`config.mk`:
```
export PLATFORM = sky130hd
export DESIGN_NAME = nrisc_multicycle_sequencer
export DESIGN_NICKNAME = d
export VERILOG_FILES = /design/src/rtl/nrisc_multicycle_sequencer.sv
export SDC_FILE = /design/constraint.sdc
export NUM_CORES = 1
export LEC_CHECK = 0
export ABC_CLOCK_PERIOD_IN_PS = 3400
export CORE_ASPECT_RATIO = 0.6
export CORE_UTILIZATION = 25
export CTS_CLUSTER_DIAMETER = 50
export DETAILED_ROUTE_END_ITERATION = 10
export PLACE_DENSITY = 0.53
export SYNTH_ARGS = -nofsm -noshare
export SYNTH_HDL_FRONTEND = slang
export SYNTH_SLANG_ARGS = --single-unit
```
`constraint.sdc`:
```
create_clock -name clk -period 3.4 [get_ports clk]
set_input_delay 0.68 -clock clk [delete_from_list [all_inputs] [get_ports clk]]
set_output_delay 0.68 -clock clk [all_outputs]
set_load 0.02 [all_outputs]
```
`src/rtl/nrisc_multicycle_sequencer.sv`:
```
// nRisc multi-cycle control sequencer.
// Steps each instruction through FETCH/DECODE/EXEC/MEM/WB.
module nrisc_multicycle_sequencer #(
  parameter int CNT_W = 16
) (
  input  logic             clk,
  input  logic             reset,
  input  logic             run,
  input  logic             mem_ready,
  input  logic [7:0]       mem_rdata,
  input  logic             cmp_eq,
  output logic             mem_req,
  output logic             mem_we,
  output logic             mem_addr_sel,
  output logic             ir_load,
  output logic             pc_write,
  output logic             pc_src,
  output logic             reg_write,
  output logic             alu_src,
  output logic             alu_op,
  output logic             reg_src,
  output logic             cmp_en,
  output logic [7:0]       ir,
  output logic [2:0]       state,
  output logic [CNT_W-1:0] retired,
  output logic             illegal
);

  typedef enum logic [2:0] {
    S_IDLE   = 3'd0,
    S_FETCH  = 3'd1,
    S_DECODE = 3'd2,
    S_EXEC   = 3'd3,
    S_MEM    = 3'd4,
    S_WB     = 3'd5
  } state_t;

  state_t           state_q, state_d;
  logic [7:0]       ir_q, ir_d;
  logic [CNT_W-1:0] retired_q, retired_d;
  logic             illegal_q, illegal_d;

  logic [3:0] opc;
  logic is_add, is_addi, is_sub, is_jmp, is_mov;
  logic is_beq, is_ld, is_st, is_nop, is_ill;
  logic is_alu, jump;
  logic retire;

  assign opc     = ir_q[7:4];
  assign is_add  = (opc == 4'd0);
  assign is_addi = (opc == 4'd1);
  assign is_sub  = (opc == 4'd2);
  assign is_jmp  = (opc == 4'd3);
  assign is_mov  = (opc == 4'd4);
  assign is_beq  = (opc == 4'd5);
  assign is_ld   = (opc == 4'd6);
  assign is_st   = (opc == 4'd7);
  assign is_nop  = (opc == 4'd8);
  assign is_ill  = (opc >= 4'd9);
  assign is_alu  = is_add | is_addi | is_sub | is_mov;
  assign jump    = is_jmp | (is_beq & cmp_eq);

  always_comb begin
    state_d   = state_q;
    ir_d      = ir_q;
    retired_d = retired_q;
    illegal_d = illegal_q;
    retire    = 1'b0;
    unique case (state_q)
      S_IDLE:
        if (run) state_d = S_FETCH;
      S_FETCH:
        if (mem_ready) begin
          ir_d    = mem_rdata;
          state_d = S_DECODE;
        end
      S_DECODE: begin
        if (is_ill) illegal_d = 1'b1;
        if (is_nop | is_ill) retire = 1'b1;
        else state_d = S_EXEC;
      end
      S_EXEC:
        if (is_alu) state_d = S_WB;
        else if (is_ld | is_st) state_d = S_MEM;
        else retire = 1'b1;
      S_MEM:
        if (mem_ready) begin
          if (is_st) retire = 1'b1;
          else state_d = S_WB;
        end
      S_WB:
        retire = 1'b1;
      default:
        state_d = S_IDLE;
    endcase
    if (retire) begin
      retired_d = retired_q + CNT_W'(1);
      state_d   = run ? S_FETCH : S_IDLE;
    end
  end

  always_ff @(posedge clk) begin
    if (reset) begin
      state_q   <= S_IDLE;
      ir_q      <= 8'h00;
      retired_q <= '0;
      illegal_q <= 1'b0;
    end else begin
      state_q   <= state_d;
      ir_q      <= ir_d;
      retired_q <= retired_d;
      illegal_q <= illegal_d;
    end
  end

  always_comb begin
    mem_req      = (state_q == S_FETCH) | (state_q == S_MEM);
    mem_addr_sel = (state_q == S_MEM);
    mem_we       = (state_q == S_MEM) & is_st;
    ir_load      = (state_q == S_FETCH) & mem_ready;
    pc_src       = (state_q == S_EXEC) & jump;
    pc_write     = ir_load | pc_src;
    reg_write    = (state_q == S_WB);
    reg_src      = (state_q == S_WB) & is_ld;
    alu_src      = (state_q == S_EXEC) & (is_addi | is_ld | is_st);
    alu_op       = (state_q == S_EXEC) & is_sub;
    cmp_en       = (state_q == S_EXEC) & is_beq;
  end

  // Illegal shows during the DECODE cycle itself, then via the sticky flop.
  assign illegal = illegal_q | ((state_q == S_DECODE) & is_ill);
  assign ir      = ir_q;
  assign state   = state_q;
  assign retired = retired_q;

endmodule

```
======== After elaboration in Yosys (flattened, before gate mapping) ========
Index checks and enable logic that the tools add are counted.
storage, ports and cells
  register bits ........................... 28
  output and inout bits ................... 39
  word-level logic and storage cells ...... 67
cells by class
  mux-type cells .......................... 16
  bitwise logic cells ..................... 20
  order comparisons ....................... 1
  reduce and logical (&&, ||, !) cells .... 5
  equal/unequal tests ..................... 20
  add/subtract/negate cells ............... 1
operators by type and width
  kind                   count
  $mux 3                 8
  $pmux 3 s6             1
  $add 16x1->16 const B  1
  $eq 4x3->1 const B     4
  $or 1x1->1             11
  $and 1x1->1            9
  $ne 3x3->1 const B     3
  $eq 4x2->1 const B     2
  $reduce_and 7->1       1
  $eq 3x2->1 const B     2
  $eq 3x3->1 const B     2
  $mux 1                 6
  $ne 3x2->1 const B     2
  $eq 4x1->1 const B     1
  $eq 4x4->1 const B     1
  $ge 4x4->1 const B     1
  $logic_not 4->1        1
  $ne 4x4->1 const B     1
  $pmux 1 s4             1
  $reduce_and 2->1       2
  $eq 3x1->1 const B     1
  $logic_not 3->1        1
  $ne 2x1->1 const B     1

======== Longest topological paths before layout ========
Gate-level depths: netlist (run 1).
  depth after elaboration ................. 8
  gate-level depth with buffers ........... 7
  gate-level depth less buffers ........... 5

======== Worst setup path before layout (run 1) ========
No wires, ideal clock.
  path type ............................... input port to output port
  from .................................... in mem_ready
  to ...................................... out pc_write
  cell stages on the path ................. 5
  slack ................................... 987 ps
  data arrival time ....................... 1733 ps
  buffers on the path ..................... 1
  cells stage by stage .................... nand2_1 -> or3_1 -> buf_2 -> clkinv_1 -> or2_2
on the way
  cells in the longest elaborated chain, start to end .. 2
ends and longest elaborated chain
  element            RTL line  text
  from (decl)        9         input logic mem_ready,
  $and 1x1->1        120       ir_load = (state_q == S_FETCH) & mem_ready;
  named net ir_load  15        output logic ir_load,
  $or 1x1->1         122       pc_write = ir_load | pc_src;
  to (decl)          16        output logic pc_write,
The timed path passes the listed nets, and every way through them passes these cells.

======== Final worst setup path (run 1) ========
  from .................................... in mem_ready
  to ...................................... out pc_write
on the way
  cells in the longest elaborated chain, start to end .. 2
ends and longest elaborated chain
  element      RTL line
  $and 1x1->1  120
  $or 1x1->1   122
Every way passes these cells.

==> out/metrics.cfg, run 1 <==
[finish]
areaGrowthSynthToFinish_pct=39.77
drive_gt1_share_pct=6.410
final_cell_mix=clkdlybuf4s50_1 (51), dfxtp_1 (28), nand2_1 (27)
nets=250
fillers=608
mostFrequentLayoutCell=clkdlybuf4s50_1
antenna_cells=0

[worst_hold_path]
hold_path.class=flip-flop to flip-flop
hold_depth=2

[sta]
fin_skew_ns=0.002391
finalSetupTns_ns=0
drv_slew=0
relSlewSlack_pct=46.36
fin_crit_sh_pct=91.42
fin_crit_ns=3.108
max_freq_ghz=0.3217
finalHoldViolations=0
rsz0062_at_grt=false
finalSetupViolations=0
setup_slack_ns=0.2919
worst_slew_pin_slew_ns=0.8046

[worst_setup_path]
worstPathArrival_ns=2.43
required_ns=2.72
crit_type=input port to output pin
crit_fanout=3
rr_worst_depth=5
endpoint_kind=output pin
startpoint_type=input port

[logic_synthesis]
synth_edf_count=0
async_reset_ff_share_pct=0
syn-cell-area_um2=1510
synth_cell_types=46
syn-num-nets=203
yosysWarnings=0
avgSynthCellArea_um2=7.990
synth_ff_type=dfxtp_1
ys_seq_area_share_pct=37.12
synthCells=189
ys_seq_elements=28

[die]
die_x_um=102.3
core_area_um2=5702
die-area_um2=6366
floorplan.initialDensity_pct=26.49
num_io_pins=52
row_count=21
die_h_um=62.21

[clocking]
post_cts_resized=0
path_clk_slew_ns=0.09
clkSinkCount=28
cts_setup_buffers=0
cts_buffer_depth=2
numCtsBuffers=3
h-tree-depth=1
cts_root_buf=clkbuf_8
cts_hold_buffers=0
clock_latency_ns=0.27
tritoncts=built

[power]
leakage_uw=0.0006937
power.density_nw_per_um2=424.1
vdd.ir_drop.worst_v=0.0001464

[global_route]
grt_max_degree=29
gr-total-overflow=0
grt_pass1_vias=1349
grt_pass1_wl_mm=6.810
grt_antenna_before_repair=0
grt_use_total_pct=13.57

[routing]
drc=0
num_vias=1538
viasPerCell=4.898
drt-total-wl_mm=4.211
ant_nets=0
dr.pass1.iters=4
wl_per_cell_um=13.41
drt_iter0_drc=50

[place]
dp_slack_ns=0.2919
dp_hpwl_mm=3.084
io_buffers=51
gp_congestion=0.7455

[run]
maxCapViolCount=0

[status]
status=finished clean

[cell families after synthesis]
logic type / synth area share, %
flip-flops: 37.12
AND/OR/NAND/NOR: 30.99
AO/OA/AOI/OAI: 21.29
buffers and inverters: 6.628
XOR/XNOR: 1.740
multiplexers: 1.408
adder cells (fa/ha/maj): 0.8284
[stage by stage]
step           hold slack, ns  instances  util [%]  area [µm²]  power [µW]
6_report               0.4632        314     37.02        2111       895.2
2_1_floorplan          0.5332        189         -        1510       599.1
3_5_place_dp           0.4533        311     36.30        2069       720.4
5_1_grt                0.4872        314     37.02        2111       953.8
3_3_place_gp           0.4467        311     36.30        2069       721.6
4_1_cts                0.4680        314     37.02        2111       904.2
[synth_stat cells (4+ instances only)]
library cell	instances	share of area, %
dfxtp_1	28	37
o21ai_0	9	3.0
or4_1	6	3.0
o31ai_1	6	3.0
inv_1	4	0.99
buf_2	6	2.0
nor2_1	12	3.0
or3_1	9	3.7
nand2b_1	4	1.7
a21oi_1	25	8.3
nand2_1	27	6.7
nand3_1	6	2.0
[path summary, 6_finish.rpt]
path                                start          to  slack [ns]
worst min-delay path                ir[2]       ir[2]        0.46
worst max-delay path            mem_ready    pc_write        0.29
worst min register to register      ir[2]       ir[2]        0.46
worst max register to register      ir[5]  retired[8]        1.07
[power breakdown]
| part | total, µW | leakage, µW | internal, µW | switching, µW |
|---|---|---|---|---|
| Clock | 181 | 0.0000216 | 79.6 | 102 |
| Sequential | 404 | 0.000226 | 351 | 53.1 |
| Combinational | 310 | 0.000446 | 154 | 156 |
[sequential cells by signal, summed over array words and instances (netlist names)]
signal / cells
state: 3
retired: 16
illegal_q: 1
ir: 8
[worst max-delay path: stages]
cell and delay (ns):
clkdlybuf4s50_1 0.50, nand2_1 0.09, or3_1 0.36, clkinv_1 0.10, or2_2 0.11, clkdlybuf4s50_1 0.59
[layer usage]
layer	track usage, %	vias to the layer above	routed length (µm)
li1	-	785	-
met1	21.76	705	2324
met2	16.95	46	1578
met3	4.279	2	285
met4	2.679	0	23
met5	0	-	0
[final cells by class]
type / instances / area [µm²] / share of cell area, %
Clock buffer: 3 / 41.29 / 1.956
Inverter: 5 / 18.77 / 0.8892
Multi-Input combinational cell: 143 / 849.6 / 40.25
Sequential cell: 28 / 560.5 / 26.56
Tap cell: 80 / 100.1 / 4.742
Timing Repair Buffer: 55 / 540.5 / 25.61
Power figures use the tool's default switching activity.
==> inputs of run 2 (changes only) <==
- CORE_MARGIN: default -> 2
==> run 2 against run 1 <==
Wire length fell by 3.7%; worst setup slack improved by 0.0067 ns; sequential cell count did not move; critical endpoint unchanged.
==> out/metrics.cfg, run 2 (synthesis gave the netlist of run 1 again) <==
[status]
status=finished clean

[die]
num_io_pins=52
row_count=21
die_h_um=64.21
die_x_um=104.3
floorplan.initialDensity_pct=26.49
core_area_um2=5702
die-area_um2=6699

[sta]
finalSetupTns_ns=0
drv_slew=0
finalSetupViolations=0
fin_crit_sh_pct=91.22
rsz0062_at_grt=false
max_freq_ghz=0.3224
fin_crit_ns=3.101
relSlewSlack_pct=51.69
finalHoldViolations=0
worst_slew_pin_slew_ns=0.7246
fin_skew_ns=0.002379

[worst_setup_path]
required_ns=2.72
crit_chain=clkdlybuf4s50_1, nand2_1, or3_1, clkinv_1, or2_2, clkdlybuf4s50_1
rr_endpoint=retired[14]
cpMostUsedCell=clkdlybuf4s50_1
r2r_setup_slack_ns=0.98
worstPathArrival_ns=2.42
crit_slowest_cell=clkdlybuf4s50_1
rr_worst_depth=5
startpoint_type=input port
endpoint_kind=output pin
reg2reg_from=ir[4]
crit_fanout=3
max_stage_delay_ns=0.59
crit_type=input port to output pin

[routing]
wl_met3_um=254
drc=0
top_layer=met4
wl_met2_mm=1.457
num_vias=1512
viasPerCell=4.815
wl_met1_mm=2.330
drt_iter0_drc=88
drt-total-wl_mm=4.057
ant_nets=0
dr.pass1.iters=4
wl_per_cell_um=12.92

[clocking]
clock_latency_ns=0.27
cts_setup_buffers=0
cts_buffer_depth=2
cts_hold_buffers=0
cts_root_buf=clkbuf_8
tritoncts=built
numCtsBuffers=3
h-tree-depth=1
post_cts_resized=0
path_clk_slew_ns=0.09
clkSinkCount=28

[worst_hold_path]
hold_depth=2
hold_path.class=flip-flop to flip-flop
hold_path_end=ir[1]
worstHoldStart=ir[1]

[finish]
largest_reg_flops=16
areaGrowthSynthToFinish_pct=39.77
final_cells=314
antenna_cells=0
final_cell_mix=clkdlybuf4s50_1 (51), dfxtp_1 (28), nand2_1 (27)
fillers=621
nets=250
drive_gt1_share_pct=6.410
mostFrequentLayoutCell=clkdlybuf4s50_1

[place]
dp_hpwl_mm=3.038
gp_congestion=0.7092
dpl.cell_count=311
io_buffers=51

[power]
vdd.ir_drop.worst_v=0.0001460
power.density_nw_per_um2=420.2
leakage_uw=0.0006925
finalPower_uw=887.0

[global_route]
grt_pass1_vias=1296
grt_antenna_before_repair=0
grt_max_degree=27
grt_pass1_wl_mm=6.513
gr-total-overflow=0
grt_use_total_pct=11.95

[run]
maxCapViolCount=0

run 2: cell type report:
| class | instances | area, µm² | share of cell area, % |
|---|---|---|---|
| sequential | 28 | 560.5 | 26.56 |
| multi-input combinational | 143 | 849.6 | 40.25 |
| inverter | 5 | 18.77 | 0.8892 |
| timing repair buffer | 55 | 540.5 | 25.61 |
| tap | 80 | 100.1 | 4.742 |
| clock buffer | 3 | 41.29 | 1.956 |
run 2: worst max-delay path, delay by kind of cell:
family,cells,cell delay [ns]
buf+inv,3,1.18
simple gates,3,0.56
run 2: where the power goes:
| part | switching (µW) | internal [µW] | total [µW] |
|---|---|---|---|
| Combinational | 151 | 153 | 304 |
| Clock | 98.3 | 79.5 | 178 |
| Sequential | 54.4 | 351 | 405 |
run 2: worst max path at each step:
| stage | from | to | slack, ns | depth (start not counted) |
|---|---|---|---|---|
| final | mem_ready | pc_write | 0.30 | 6 |
| after global routing | mem_ready | pc_write | 0.20 | 6 |
| after CTS | mem_ready | pc_write | 0.29 | 6 |
| after detailed placement | mem_ready | pc_write | 0.30 | 6 |
| after global placement | mem_ready | pc_write | 0.30 | 6 |
| after floorplan | mem_ready | pc_write | 0.99 | 5 |
run 2: metal layers:
metal	global-route usage, %	up-vias
met5	0	-
met4	2.534	0
met3	3.878	2
met2	15.36	48
met1	18.55	681
li1	-	781
run 2: stage by stage:
stage / worst slack (ns) / area (µm²) / utilization, % / hold WS (ns)
global placement: 0.2976 / 2069 / 36.30 / 0.4480
finish: 0.2985 / 2111 / 37.02 / 0.4609
CTS: 0.2865 / 2111 / 37.02 / 0.4638
detailed placement: 0.2979 / 2069 / 36.30 / 0.4501
global route: 0.2019 / 2111 / 37.02 / 0.4786
floorplan: 0.9875 / 1510 / - / 0.5332
==> inputs of run 3 (changes only) <==
- ABC_CLOCK_PERIOD_IN_PS: 3400 -> default
==> results of run 3 <==
Same layout as run 2: the final DEF is identical, and so are final timing and power.
